<file path="src/rtl/udp_rx.sv">
`default_nettype none
`timescale 1ns/1ps
// ============================================================================
// Module   : udp_rx
// Purpose  : Parses an Ethernet/IPv4/UDP byte stream and forwards the payload
//            of frames addressed to this node with zero added latency.
// Revision : 1.0 - initial release
// ============================================================================
module udp_rx #(
    parameter logic [31:0] LOCAL_IP  = 32'hC0A8_006E,
    parameter logic [47:0] LOCAL_MAC = 48'hABCD_1234_5678,
    parameter logic [15:0] LOCAL_DP  = 16'd8080
) (
    input  logic        logic_clk,
    input  logic        logic_rst_n,
    input  logic [7:0]  trans_rnet_data_in,
    input  logic        trans_rnet_valid_in,
    output logic        trans_rnet_ready_out,
    input  logic        trans_rnet_last_in,
    output logic [7:0]  udp_rdata_out,
    output logic        udp_rvalid_out,
    input  logic        udp_rready_in,
    output logic        udp_rlast_out,
    output logic [31:0] udp_rip_out,
    output logic [15:0] udp_rsp_out,
    output logic        udp_rerr_out
);

    localparam logic [2:0] c_ETH_HDR = 3'd0;
    localparam logic [2:0] c_IP_HDR  = 3'd1;
    localparam logic [2:0] c_UDP_HDR = 3'd2;
    localparam logic [2:0] c_PAYLOAD = 3'd3;
    localparam logic [2:0] c_DROP    = 3'd4;

    logic [2:0]  r_state;
    logic [5:0]  r_cnt;
    logic        r_mismatch;
    logic        r_mac_local_miss;
    logic        r_mac_bcast_miss;
    logic [31:0] r_src_ip;
    logic [15:0] r_src_port;
    logic [15:0] r_udp_len;
    logic [15:0] r_remain;
    logic [31:0] r_ip_out;
    logic [15:0] r_sp_out;
    logic        r_err;

    logic       w_fire;
    logic       w_hdr;
    logic       w_chk;
    logic       w_mac;
    logic [7:0] w_exp;
    logic [5:0] w_hdr_end;
    logic       w_to_eth;
    logic       w_final_mismatch;

    assign w_fire = trans_rnet_valid_in & trans_rnet_ready_out;
    assign w_hdr  = (r_state == c_ETH_HDR) | (r_state == c_IP_HDR) | (r_state == c_UDP_HDR);

    // Expected value of the current header byte and whether it is checked.
    always_comb begin
        w_chk     = 1'b0;
        w_mac     = 1'b0;
        w_exp     = 8'h00;
        w_hdr_end = 6'd0;
        case (r_state)
            c_ETH_HDR: begin
                w_hdr_end = 6'd13;
                if (r_cnt < 6'd6) begin
                    w_mac = 1'b1;
                    case (r_cnt[2:0])
                        3'd0:    w_exp = LOCAL_MAC[47:40];
                        3'd1:    w_exp = LOCAL_MAC[39:32];
                        3'd2:    w_exp = LOCAL_MAC[31:24];
                        3'd3:    w_exp = LOCAL_MAC[23:16];
                        3'd4:    w_exp = LOCAL_MAC[15:8];
                        default: w_exp = LOCAL_MAC[7:0];
                    endcase
                end else if (r_cnt == 6'd12) begin
                    w_chk = 1'b1;
                    w_exp = 8'h08;
                end else if (r_cnt == 6'd13) begin
                    w_chk = 1'b1;
                    w_exp = 8'h00;
                end
            end
            c_IP_HDR: begin
                w_hdr_end = 6'd19;
                if (r_cnt == 6'd0) begin
                    w_chk = 1'b1;
                    w_exp = 8'h45;
                end else if (r_cnt == 6'd9) begin
                    w_chk = 1'b1;
                    w_exp = 8'h11;
                end else if (r_cnt >= 6'd16) begin
                    w_chk = 1'b1;
                    case (r_cnt[1:0])
                        2'd0:    w_exp = LOCAL_IP[31:24];
                        2'd1:    w_exp = LOCAL_IP[23:16];
                        2'd2:    w_exp = LOCAL_IP[15:8];
                        default: w_exp = LOCAL_IP[7:0];
                    endcase
                end
            end
            c_UDP_HDR: begin
                w_hdr_end = 6'd7;
                if (r_cnt == 6'd2) begin
                    w_chk = 1'b1;
                    w_exp = LOCAL_DP[15:8];
                end else if (r_cnt == 6'd3) begin
                    w_chk = 1'b1;
                    w_exp = LOCAL_DP[7:0];
                end
            end
            default: ;
        endcase
    end

    // Any accepted last byte ends the frame, whatever state it lands in.
    assign w_to_eth = w_fire & trans_rnet_last_in &
                      (w_hdr | (r_state == c_PAYLOAD) | (r_state == c_DROP));
    assign w_final_mismatch = r_mismatch | (r_mac_local_miss & r_mac_bcast_miss);

    always_ff @(posedge logic_clk or negedge logic_rst_n) begin
        if (!logic_rst_n) begin
            r_state          <= c_ETH_HDR;
            r_cnt            <= 6'd0;
            r_mismatch       <= 1'b0;
            r_mac_local_miss <= 1'b0;
            r_mac_bcast_miss <= 1'b0;
            r_src_ip         <= 32'd0;
            r_src_port       <= 16'd0;
            r_udp_len        <= 16'd0;
            r_remain         <= 16'd0;
            r_ip_out         <= 32'd0;
            r_sp_out         <= 16'd0;
            r_err            <= 1'b0;
        end else begin
            r_err <= 1'b0;
            if (w_to_eth) begin
                r_state          <= c_ETH_HDR;
                r_cnt            <= 6'd0;
                r_mismatch       <= 1'b0;
                r_mac_local_miss <= 1'b0;
                r_mac_bcast_miss <= 1'b0;
                r_remain         <= 16'd0;
                if (w_hdr || (r_state == c_PAYLOAD && r_remain > 16'd1)) begin
                    r_err <= 1'b1;
                end
            end else if (w_fire) begin
                if (w_hdr) begin
                    if (w_chk && trans_rnet_data_in != w_exp) r_mismatch <= 1'b1;
                    if (w_mac && trans_rnet_data_in != w_exp) r_mac_local_miss <= 1'b1;
                    if (w_mac && trans_rnet_data_in != 8'hFF) r_mac_bcast_miss <= 1'b1;
                    if (r_state == c_IP_HDR && r_cnt >= 6'd12 && r_cnt <= 6'd15) begin
                        r_src_ip <= {r_src_ip[23:0], trans_rnet_data_in};
                    end
                    if (r_state == c_UDP_HDR && r_cnt <= 6'd1) begin
                        r_src_port <= {r_src_port[7:0], trans_rnet_data_in};
                    end
                    if (r_state == c_UDP_HDR && (r_cnt == 6'd4 || r_cnt == 6'd5)) begin
                        r_udp_len <= {r_udp_len[7:0], trans_rnet_data_in};
                    end
                    if (r_cnt == w_hdr_end) begin
                        r_cnt <= 6'd0;
                        if (r_state == c_ETH_HDR) begin
                            r_state <= c_IP_HDR;
                        end else if (r_state == c_IP_HDR) begin
                            r_state <= c_UDP_HDR;
                        end else begin
                            if (r_udp_len < 16'd8) r_err <= 1'b1;
                            if (w_final_mismatch || r_udp_len <= 16'd8) begin
                                r_state <= c_DROP;
                            end else begin
                                r_state  <= c_PAYLOAD;
                                r_remain <= r_udp_len - 16'd8;
                                r_ip_out <= r_src_ip;
                                r_sp_out <= r_src_port;
                            end
                        end
                    end else begin
                        r_cnt <= r_cnt + 6'd1;
                    end
                end else if (r_state == c_PAYLOAD) begin
                    r_remain <= r_remain - 16'd1;
                    if (r_remain == 16'd1) r_state <= c_DROP;
                end else if (r_state != c_DROP) begin
                    r_state <= c_ETH_HDR;
                    r_cnt   <= 6'd0;
                end
            end
        end
    end

    assign trans_rnet_ready_out = (r_state == c_PAYLOAD) ? udp_rready_in : 1'b1;
    assign udp_rvalid_out       = (r_state == c_PAYLOAD) & trans_rnet_valid_in;
    assign udp_rdata_out        = (r_state == c_PAYLOAD) ? trans_rnet_data_in : 8'h00;
    assign udp_rlast_out        = (r_state == c_PAYLOAD) & ((r_remain == 16'd1) | trans_rnet_last_in);
    assign udp_rip_out          = r_ip_out;
    assign udp_rsp_out          = r_sp_out;
    assign udp_rerr_out         = r_err;

endmodule
`default_nettype wire

</file>
<file path="config.mk">
export PLATFORM = sky130hd
export DESIGN_NAME = udp_rx
export DESIGN_NICKNAME = d
export VERILOG_FILES = /design/src/rtl/udp_rx.sv
export SDC_FILE = /design/constraint.sdc
export NUM_CORES = 1
export LEC_CHECK = 0
export CELL_PAD_IN_SITES_DETAIL_PLACEMENT = 1
export CELL_PAD_IN_SITES_GLOBAL_PLACEMENT = 1
export CORE_MARGIN = 5
export CORE_UTILIZATION = 49
export DETAILED_ROUTE_END_ITERATION = 8
export PLACE_DENSITY_LB_ADDON = 0.1
export SYNTH_ARGS = -nofsm -noshare
export SYNTH_HDL_FRONTEND = slang
export SYNTH_SLANG_ARGS = --single-unit
</file>
<file path="constraint.sdc">
create_clock -name logic_clk -period 7.4 [get_ports logic_clk]
set_clock_uncertainty 0.05 [all_clocks]
set_input_delay 0.74 -clock logic_clk [delete_from_list [all_inputs] [get_ports logic_clk]]
set_output_delay 0.74 -clock logic_clk [all_outputs]
set_load 0.03 [all_outputs]
</file>
==> metrics.csv <==
stage,metric,value,unit
synth,synth_cell_type_count,64,
cts,post_cts_resized,0,
final_layout,layout-drive-gt1-share,22.6,%
synth,synthArstFlopShare,100,%
synth,synth_warnings,0,
timing,timing_hold_violations_final,0,
global_routing,overflow,0,
setup_path,ff2ff_path_depth,8,
timing,max_slew_margin,27.2,%
power_and_ir_drop,static-leakage-power,3.74,nW
timing,rsz0062_at_grt,false,
route,drtIter0Drc,384,
die,rows,43,
route,via_per_inst,5.89,
setup_path,worstSetupEndpoint,udp_rdata_out[5],
die,floorplan.initialDensity,50.0,%
cts,cts.hold.buffers_added,0,
setup_path,timing_worst_setup_path_type,flip-flop to output port,
setup_path,critical_path_buf_inv_count,1,
die,number_of_placed_i_o_pins,73,
synth,synth_edf_count,0,
final_layout,n_antenna_cell,0,
die,chipWidth,129,um
setup_path,worst_r2r_startpoint,r_state[2],
cts,insertion_delay,0.42,ns
cts,cts_made_buffers,17,
route,routed_wire_length_per_instance,21.2,um
setup_path,worstPathCellList,"nand2_1, nor2_1, and2_1, clkdlybuf4s50_1",
final_layout,postLayoutCellArea,8330,um^2
setup_path,timing.reg2reg.setup_slack,3.83,ns
timing,maxSlewViolCount,0,
timing,fmax,0.271,GHz
setup_path,endpoint_kind,output port,
cts,cts_tree,yes,
synth,ys_ff_latch,141,
die,fp.coreArea,13900,um^2
global_routing,grt_antenna_before_repair,0,
die,design.die.area,16700,um^2
route,routed.top_layer,met4,
synth,ys.flop_type,sky130_fd_sc_hd__dfrtp_1,
setup_path,path_depth,4,
global_routing,grt_pass1_wl,30.1,mm
setup_path,critical-path-max-stage-delay,0.70,ns
setup_path,worstPathMaxFanout,17,
power_and_ir_drop,peak_supply_drop,188,uV
timing,worstMarginPinSlew,1.08,ns
route,detail_route.wirelength.met1,8.02,mm
route,via_count,5151,
timing,setup_violations,0,
power_and_ir_drop,power_per_cell_area,340,nW/um^2
timing,final.hold.worst_slack,0.234,ns
cts,ctsLongestPathBuffers,2,
cts,cts_sinks,141,
timing,totalNegativeSetupSlack,0,ns
route,wirelength,18.5,mm
synth,netlist_area,6970,um^2
synth,synth_cells,618,
setup_path,cp_data_arrival_time,2.89,ns
placed_design,area_after_detailed_placement,7780,um^2
cts,post_cts.repair.setup_buffers,0,
setup_path,crit_family,simple AND/OR/NAND/NOR gates,
synth,synth_sequential_area_ratio,50.6,%
route,met3_length,689,um
die,dieHeight,129,um
placed_design,place.port_buffers,72,
setup_path,crit_start,r_state[1],
cts,cts.clk_slew.worst_paths,0.07,ns
global_routing,grt_pass1_vias,5687,
cts,htreeDepth,4,
final_layout,area_delta_synth_final,19.5,%
route,first_pass_iters,5,
route,drc,0,
placed_design,gp_congestion,0.853,
cts,clock_tree.root_cell,sky130_fd_sc_hd__clkbuf_16,
synth,postSynthNetCount,639,
worst_hold_path,hold_path.class,input port to async pin,
global_routing,all_layer_gr_usage,23.0,%
setup_path,r2r-end,udp_rip_out[25],
route,routed-wl-met2,9.53,mm
placed_design,post-dp-hpwl,12.4,mm
job,maxcap_violations,0,
power_and_ir_drop,power,0.00283,W
timing,min_period_over_period,49.8,%
setup_path,crit_path_start_kind,flip-flop,
global_routing,grt_start_max_net_pins,82,
final_layout,fin_nets,702,
run_status,status,"finished, final reports clean",
route,drtAntennaViolNets,0,
setup_path,cpMaxStageDelayCell,sky130_fd_sc_hd__dfrtp_1,
setup_path,worst-endpoint-required,6.61,ns
synth,post_synth.cell_area_avg,11.3,um^2
timing,period_minus_slack,3.68,ns
cells in the final DEF, fill, tap and decap left out, types with 3 or more instances in the layout:
cell and instances:
sky130_fd_sc_hd__a211oi_1 3, sky130_fd_sc_hd__ha_1 8, sky130_fd_sc_hd__o21ai_0 52, sky130_fd_sc_hd__nor3_1 25, sky130_fd_sc_hd__nand3_1 13, sky130_fd_sc_hd__clkdlybuf4s50_1 71, sky130_fd_sc_hd__nand2b_1 3, sky130_fd_sc_hd__inv_1 14
sky130_fd_sc_hd__clkinv_4 3, sky130_fd_sc_hd__clkinvlp_4 5, sky130_fd_sc_hd__or4_1 3, sky130_fd_sc_hd__and2_1 9, sky130_fd_sc_hd__nor4_1 8, sky130_fd_sc_hd__nor3b_1 3, sky130_fd_sc_hd__a21boi_0 3, sky130_fd_sc_hd__o21a_1 3
sky130_fd_sc_hd__mux2_2 91, sky130_fd_sc_hd__dfrtp_1 141, sky130_fd_sc_hd__buf_4 5, sky130_fd_sc_hd__a21oi_1 29, sky130_fd_sc_hd__xnor2_1 7, sky130_fd_sc_hd__mux2_4 20, sky130_fd_sc_hd__a31oi_1 8, sky130_fd_sc_hd__nand2_1 35
sky130_fd_sc_hd__inv_6 3, sky130_fd_sc_hd__o31ai_1 5, sky130_fd_sc_hd__a22o_1 3, sky130_fd_sc_hd__clkbuf_16 17, sky130_fd_sc_hd__nor2_1 42, sky130_fd_sc_hd__xor2_1 9, sky130_fd_sc_hd__or3_1 3, sky130_fd_sc_hd__nand4_1 4
metal layers:
layer  GRT usage [%]  vias up
li1                -     2371
met4            6.86        0
met3            5.11       24
met1            29.1     2662
met2            39.7       94
met5               0        -
how the worst min path moves through the flow:
stage | startpoint | slack (ns) | endpoint | cells past startpoint
6_report | logic_rst_n | 0.23 | r_state[0] | 1
5_1_grt | logic_rst_n | 0.27 | r_src_port[3] | 1
4_1_cts | logic_rst_n | 0.25 | r_cnt[5] | 1
3_5_place_dp | r_src_ip[30] | 0.45 | udp_rip_out[30] | 1
3_3_place_gp | r_mac_bcast_miss | 0.43 | r_mac_bcast_miss | 1
2_1_floorplan | logic_rst_n | 0.39 | r_cnt[0] | 0
sequential cells by signal, summed over array words and instances, names as in the netlist:
name / cells
r_cnt: 6
r_mac_bcast_miss: 1
r_mac_local_miss: 1
r_mismatch: 1
r_remain: 16
r_src_ip: 32
r_src_port: 16
r_state: 3
r_udp_len: 16
udp_rerr_out: 1
udp_rip_out: 32
udp_rsp_out: 16
cells in the mapped netlist, drive strengths merged (2+ instances only):
cell type	n	area share, %
a22o	3	0.38
nand3	13	0.93
xnor2	7	0.88
nor2	42	2.3
a21oi	29	2.1
o21ai	54	3.9
nor3	26	1.9
nor4	9	1.0
nor4b	2	0.25
clkbuf	13	0.70
mux2	111	19
nand2	35	1.9
xor2	9	1.1
a21boi	3	0.32
o22ai	2	0.18
o21bai	3	0.32
and2	9	0.81
o31ai	5	0.54
nor3b	4	0.59
or4	3	0.32
o32a	2	0.29
dfrtp	141	51
a31oi	8	0.72
a211oi	3	0.32
buf	20	2.0
inv	14	0.75
nand2b	3	0.27
o32ai	2	0.25
nor2b	2	0.18
nand4	4	0.36
a31o	2	0.25
or3	3	0.27
ha	8	1.4
or2	2	0.18
o21a	3	0.32
kinds of logic (layout without fill, tap and decap cells):
family / count (synthesis) / count (layout) / share of synthesized area, %
multiplexers: 112 / 112 / 19.1
AND/OR/NAND/NOR: 162 / 162 / 11.8
buffers and inverters: 47 / 123 / 3.45
AO/OA/AOI/OAI: 132 / 132 / 11.5
XOR/XNOR: 16 / 16 / 2.01
flip-flops: 141 / 141 / 50.6
adder cells (fa/ha/maj): 8 / 8 / 1.44
stage by stage:
| step | cells | util (%) | setup WS (ns) |
|---|---|---|---|
| 3_3_place_gp | 842 | 55.8 | 3.99 |
| 2_1_floorplan | 618 | - | 4.57 |
| 3_5_place_dp | 842 | 55.8 | 3.89 |
| 5_1_grt | 874 | 59.8 | 3.57 |
| 6_report | 874 | 59.8 | 3.72 |
| 4_1_cts | 874 | 59.8 | 3.72 |
final cells by class:
cell class | count | area [um^2]
Clock buffer | 18 | 439
Clock inverter | 14 | 111
Fill cell | 1417 | 5600
Inverter | 14 | 52.6
Multi-Input combinational cell | 430 | 3220
Sequential cell | 141 | 3530
Tap cell | 180 | 225
Timing Repair Buffer | 77 | 759
worst register-to-register path: cells and delay by family, from the launching register on:
kind | cells | cell delay (ns)
muxes | 1 | 0.46
and+or+nand+nor | 4 | 0.90
DFF | 1 | 0.74
AOI/OAI and AO/OA | 1 | 0.34
buffers and inverters | 2 | 0.96
power by group:
group / leakage, nW / internal (W) / switching [W]
registers: 1.92 / 0.000897 / 0.000173
logic: 1.57 / 0.000382 / 0.000584
clock network: 0.257 / 0.000442 / 0.000357
No activity file was read; power rests on OpenSTA's default activity.
